`config.mk`:
```
export PLATFORM = sky130hd
export DESIGN_NAME = instr_fetch_ctrl
export DESIGN_NICKNAME = d
export VERILOG_FILES = /design/src/rtl/instr_fetch_ctrl.sv
export SDC_FILE = /design/constraint.sdc
export NUM_CORES = 1
export LEC_CHECK = 0
export ABC_AREA = 1
export BUFFER_PORTS_ARGS = -buffer_cell sky130_fd_sc_hd__buf_2
export CAP_MARGIN = 20
export CORE_MARGIN = 1
export CORE_UTILIZATION = 43
export CTS_BUF_LIST = sky130_fd_sc_hd__clkbuf_4
export CTS_CLUSTER_SIZE = 30
export DETAILED_ROUTE_END_ITERATION = 8
export GPL_TIMING_DRIVEN = 0
export SLEW_MARGIN = 20
export SYNTH_ARGS = -nofsm -noshare
export SYNTH_HDL_FRONTEND = slang
export SYNTH_SLANG_ARGS = --single-unit
```
`constraint.sdc`:
```
create_clock -name clk -period 7.11 [get_ports clk]
set_input_delay 1.7775 -clock clk [delete_from_list [all_inputs] [get_ports clk]]
set_output_delay 1.7775 -clock clk [all_outputs]
set_load 0.05 [all_outputs]
```
`src/rtl/instr_fetch_ctrl.sv`:
```
// -----------------------------------------------------------------------------
// instr_fetch_ctrl
//   Instruction fetch sequencer between a 16-bit word-addressed IMEM and decode.
//   Owns the PC, strobes IMEM (combinational read), buffers fetched words in a
//   small queue and hands them to decode over a valid/ready handshake. Handles
//   branch redirect (queue flush, PC reload) and stops fetching once the halt
//   encoding has been enqueued.
//
//   Optional feature macro: FETCH_PERF_CNT_EN adds saturating stall/fetch
//   counters (D_StallCount, D_FetchCount). Without it those ports do not exist.
//
// Ports
//   clk               in   clock, all state on rising edge
//   rst               in   synchronous active-high reset
//   C_FetchEn         in   permit fetching / leave IDLE
//   C_Redirect        in   1-cycle pulse: flush queue, PC <= A_RedirectTarget
//   A_RedirectTarget  in   redirect word address
//   D_Instruction     in   IMEM read data, valid in the C_IMRead cycle
//   A_InstrAddress    out  IMEM address (the PC register)
//   C_IMRead          out  IMEM read strobe
//   D_InstrOut        out  queue head instruction
//   A_InstrPC         out  PC of queue head
//   C_InstrValid      out  queue non-empty
//   C_DecodeReady     in   decode accepts head when C_InstrValid is high
//   C_Halted          out  controller is in HALT
//   C_RedirectFault   out  sticky: out-of-range redirect target seen
//   D_StallCount      out  (FETCH_PERF_CNT_EN) FETCH cycles stalled on full queue
//   D_FetchCount      out  (FETCH_PERF_CNT_EN) instructions pushed
// -----------------------------------------------------------------------------
module instr_fetch_ctrl #(
    parameter logic [15:0] RESET_PC   = 16'h0000,
    parameter int          IMEM_WORDS = 8192,
    parameter int          FQ_DEPTH   = 2,
    parameter logic [15:0] HALT_INSTR = 16'hFFFF
) (
    input  logic        clk,
    input  logic        rst,
    input  logic        C_FetchEn,
    input  logic        C_Redirect,
    input  logic [15:0] A_RedirectTarget,
    input  logic [15:0] D_Instruction,
    output logic [15:0] A_InstrAddress,
    output logic        C_IMRead,
    output logic [15:0] D_InstrOut,
    output logic [15:0] A_InstrPC,
    output logic        C_InstrValid,
    input  logic        C_DecodeReady,
    output logic        C_Halted,
    output logic        C_RedirectFault
`ifdef FETCH_PERF_CNT_EN
    ,
    output logic [31:0] D_StallCount,
    output logic [31:0] D_FetchCount
`endif
);

    localparam int PTR_W = $clog2(FQ_DEPTH);
    localparam int CNT_W = PTR_W + 1;

    typedef enum logic [1:0] {ST_IDLE, ST_FETCH, ST_HALT} state_t;

    typedef struct packed {
        logic [15:0] instr;
        logic [15:0] pc;
    } entry_t;

    state_t           state, state_nxt;
    logic [15:0]      pc;
    entry_t           fq_mem [FQ_DEPTH];
    logic [PTR_W-1:0] rd_ptr, wr_ptr;
    logic [CNT_W-1:0] count;
    entry_t           head_hold;
    logic             fault;

    logic             empty, full, push, pop;
    entry_t           head;
    logic [15:0]      pc_inc;
    logic [15:0]      tgt_wrapped;
    logic             tgt_oob;

    assign empty = (count == '0);
    assign full  = (count == CNT_W'(FQ_DEPTH));
    assign pop   = !empty && C_DecodeReady;

    // A pop in the same cycle frees a slot, so a full queue can still accept
    // a fetch and sustain one instruction per cycle.
    assign C_IMRead = !rst && (state == ST_FETCH) && !C_Redirect && (!full || pop);
    assign push     = C_IMRead;

    assign pc_inc      = (pc == 16'(IMEM_WORDS - 1)) ? 16'h0000 : pc + 16'd1;
    assign tgt_wrapped = 16'(32'(A_RedirectTarget) % 32'(IMEM_WORDS));
    assign tgt_oob     = (32'(A_RedirectTarget) >= 32'(IMEM_WORDS));

    // When empty, present the last head seen so the outputs never depend on
    // uninitialised queue storage.
    assign head = empty ? head_hold : fq_mem[rd_ptr];

    assign A_InstrAddress  = pc;
    assign D_InstrOut      = head.instr;
    assign A_InstrPC       = head.pc;
    assign C_InstrValid    = !empty;
    assign C_Halted        = (state == ST_HALT);
    assign C_RedirectFault = fault;

    always_comb begin
        // NOTE: default assigned first so every path drives state_nxt; a
        // missing branch would otherwise infer a latch.
        state_nxt = state;
        unique case (state)
            ST_IDLE:  if (C_FetchEn) state_nxt = ST_FETCH;
            ST_FETCH: begin
                if (C_Redirect)
                    state_nxt = ST_FETCH;
                else if (push && (D_Instruction == HALT_INSTR))
                    state_nxt = ST_HALT;
                else if (!C_FetchEn)
                    state_nxt = ST_IDLE;
            end
            ST_HALT:  if (C_Redirect) state_nxt = ST_FETCH;
            default:  state_nxt = ST_IDLE;
        endcase
    end

    // NOTE: sequential state uses non-blocking assignments so every register
    // samples pre-edge values regardless of statement order.
    always_ff @(posedge clk) begin
        if (rst) begin
            state     <= ST_IDLE;
            pc        <= RESET_PC;
            rd_ptr    <= '0;
            wr_ptr    <= '0;
            count     <= '0;
            head_hold <= '0;
            fault     <= 1'b0;
        end else begin
            state <= state_nxt;
            if (!empty)
                head_hold <= fq_mem[rd_ptr];
            if (C_Redirect) begin
                // Redirect wins over push/pop: discard everything in flight.
                pc     <= tgt_wrapped;
                rd_ptr <= '0;
                wr_ptr <= '0;
                count  <= '0;
                if (tgt_oob)
                    fault <= 1'b1;
            end else begin
                if (push) begin
                    wr_ptr <= wr_ptr + 1'b1;
                    pc     <= pc_inc;
                end
                if (pop)
                    rd_ptr <= rd_ptr + 1'b1;
                unique case ({push, pop})
                    2'b10:   count <= count + 1'b1;
                    2'b01:   count <= count - 1'b1;
                    default: count <= count;
                endcase
            end
        end
    end

    // NOTE: queue storage has no reset; an entry is only read after it has
    // been written, and the empty case is served from head_hold.
    always_ff @(posedge clk) begin
        if (push)
            fq_mem[wr_ptr] <= '{instr: D_Instruction, pc: pc};
    end

`ifdef FETCH_PERF_CNT_EN
    logic stall_evt;

    // A stall is a FETCH cycle where the read is held off by a full queue;
    // redirect cycles are not stalls.
    assign stall_evt = (state == ST_FETCH) && !C_Redirect && !C_IMRead;

    always_ff @(posedge clk) begin
        if (rst) begin
            D_StallCount <= '0;
            D_FetchCount <= '0;
        end else begin
            if (stall_evt && (D_StallCount != 32'hFFFF_FFFF))
                D_StallCount <= D_StallCount + 32'd1;
            if (push && (D_FetchCount != 32'hFFFF_FFFF))
                D_FetchCount <= D_FetchCount + 32'd1;
        end
    end
`else
    // Performance counters not built.
`endif

endmodule
```
==> qor.csv <==
stage;metric;value;unit
route;num_vias;3796;
route;postRouteAntennaNets;0;
synthesis;synth_top_area_share;38.9;%
clocking;clk_pin_slew;0.09;ns
floorplan;core_area;11000;µm²
final_layout;area_growth;19.4;%
sta;slew-limit-headroom;60.2;%
sta;hold_violations;0;
clocking;cts_buffers;17;
setup_path;end_kind;output port;
outcome;status;finished clean;
synthesis;synth_seq_cells;120;
setup_path;r2r_start;A_InstrAddress[1]$_SDFFE_PP0P_;
synthesis;synth_area_leaders;edfxtp_1 (39%), dfxtp_1 (23%), a21oi_1 (8.2%), nand2_1 (6.2%), nor2_1 (4.5%);
synthesis;synth_top_area_cell;edfxtp_1;
final_layout;diodes;0;
setup_path;critPathMaxFanout;8;
global_route;track_usage;19.8;%
synthesis;yosys-top-cells-count;a21oi_1 (81), nand2_1 (81), edfxtp_1 (64);
sta;period_minus_slack;4.48;ns
synthesis;syn-num-nets;544;
clocking;tritoncts;yes;
floorplan;die-width;109;µm
setup_path;r2r_slack;5.24;ns
sta;max_freq;223;MHz
place;place_hpwl;7.76;mm
clocking;cts_root_buffer;clkbuf_4;
clocking;post_cts.repair.setup_buffers;0;
route;drc;0;
sta;holdWs;0.470;ns
route;first_pass_iters;4;
place;dp.cells;733;
synthesis;synth_area;4930;µm²
synthesis;synth_cells;505;
clocking;ctsLongestPathBuffers;2;
synthesis;synth_flop_cell;edfxtp_1;
synthesis;ys_types;36;
setup_path;slowest_stage;buf_2;
setup_path;slowest_delay;0.32;ns
sta;finalSetupTns;0;ns
route;via_per_inst;4.96;
clocking;cts_hold_buf;0;
hold_path;min_path_cells;1;
setup_path;cp_cell_sequence;buf_4 -> nor2_8 -> nand2_2 -> a21oi_4 -> buf_2;
sta;clock_skew;0.0159;ns
power_and_ir_drop;peakVddDrop;0.153;mV
synthesis;yosys_warnings;0;
synthesis;yosysSeqAreaShare;61.7;%
global_route;grt_pass1_vias;3634;
clocking;cts_resized;0;
power_and_ir_drop;leakage;0.00257;µW
global_route;grt_max_degree;24;
clocking;cts.htree.levels;4;
synthesis;async_flop_share;0;%
floorplan;dieArea;11900;µm²
setup_path;path_class;primary input to output port;
setup_path;start_kind;primary input;
floorplan;io_pins;89;
setup_path;ff2ff_path_depth;8;
setup_path;timing.rr.end;A_InstrAddress[7]$_SDFFE_PP0P_;
floorplan;start_util;44.7;%
synthesis;syn_avg_cell_area;9.77;µm²
floorplan;rows;38;
place;routabilityCongestion;0.884;
setup_path;worstPathArrival;2.71;ns
place;io_buffer_count;86;
sta;rsz0062_at_grt;no;
clocking;clk_latency;0.50;ns
sta;slew_viol_final;0;
power_and_ir_drop;p_per_area;239;nW/µm²
hold_path;hold_path.class;register to register;
flow_run;cap_violations;0;
global_route;grt_overflow;0;
final_layout;stdcell_count;765;
global_route;grt_pass1_wl;17.3;mm
final_layout;fin_nets;651;
route;totalWireLength;11.0;mm
floorplan;die_h;109;µm
setup_path;required;5.33;ns
clocking;clock_sinks;120;
hold_path;min_from;rd_ptr$_SDFFE_PP0P_;
route;drtIter0Drc;162;
sta;period_share;63.1;%
synthesis;synth_edf_count;64;
global_route;antenna_found_initial;0;
route;routedWlPerCell;14.4;µm
final_layout;drive_above_1_share;23.7;%
sta;worstMarginPinSlew;0.597;ns
sta;finalSetupViolations;0;
-- worst max-delay path, delay by kind of cell --
kind / cells / cell delay [ns]
buffers and inverters: 2 / 0.48
and+or+nand+nor: 2 / 0.21
AOI/OAI and AO/OA: 1 / 0.23
-- metal layers --
metal / vias to the layer above / track usage [%] / part of all wire [%]
met1: 1774 / 24.8 / 45
met3: 12 / 5.74 / 6.4
met2: 101 / 32.7 / 48
met4: 0 / 6.37 / 0.88
li1: 1909 / - / -
met5: - / 0 / 0
-- kinds of logic after synthesis --
kind of cell / share of synthesized area [%]
xor+xnor: 1.60
flops: 61.7
compound gates: 11.0
buf+inv: 5.05
simple gates: 20.2
fa+ha+maj: 0.507
-- state kept, by name, indices dropped and copies added (netlist names), named ones only --
signal and count:
A_InstrAddress 16, C_RedirectFault 1, count 2, fq_mem 64, head_hold 32, rd_ptr 1
state 2, wr_ptr 1
-- through the flow --
step           power [µW]  utilization (%)  setup slack, ns  area (µm²)
6_report             1410             53.4             2.63        5890
5_1_grt              1460             53.4             2.58        5890
4_1_cts              1420             53.4             2.62        5890
3_5_place_dp          930             50.8             2.62        5600
3_3_place_gp          926             50.2             2.19        5540
2_1_floorplan         882                -             2.83        4930
-- final cells by class --
cell class / instances / area [µm²]
repair buffers: 88 / 478
well taps: 140 / 175
inverters: 38 / 143
flip-flops and latches: 120 / 3040
clock buffers: 21 / 158
plain buffers: 21 / 106
clock inverters: 11 / 133
multi-input cells: 326 / 1660
fillers: 1034 / 5140
-- worst max-delay path by stage --
stage / from / to / slack [ns]
floorplan: C_Redirect / C_IMRead / 2.83
global placement: C_Redirect / fq_mem[0][19]$_DFFE_PP_ / 2.19
detailed placement: C_Redirect / C_IMRead / 2.62
CTS: C_Redirect / C_IMRead / 2.62
global route: C_Redirect / C_IMRead / 2.58
finish: C_Redirect / C_IMRead / 2.63
-- layout by cell type (no fill, tap or decap), types with 3 or more instances in the layout --
cell type / n
nor2_4: 4
nand4_1: 6
a21oi_1: 81
bufinv_16: 3
inv_2: 4
and2_1: 32
edfxtp_1: 64
dfxtp_1: 56
nand3_1: 15
clkbuf_1: 11
nand2_1: 81
inv_1: 33
o21ai_0: 12
clkinv_2: 4
nor3_1: 6
xor2_1: 8
clkbuf_4: 21
nor2_1: 57
buf_2: 93
clkinv_1: 3
nand2_2: 3
-- power breakdown --
part / internal, µW / switching, µW / total [µW]
clock network: 255 / 240 / 495
registers: 745 / 12.6 / 758
logic: 42.0 / 113 / 155
total: 1040 / 367 / 1410
(Power assumes the default switching activity.)
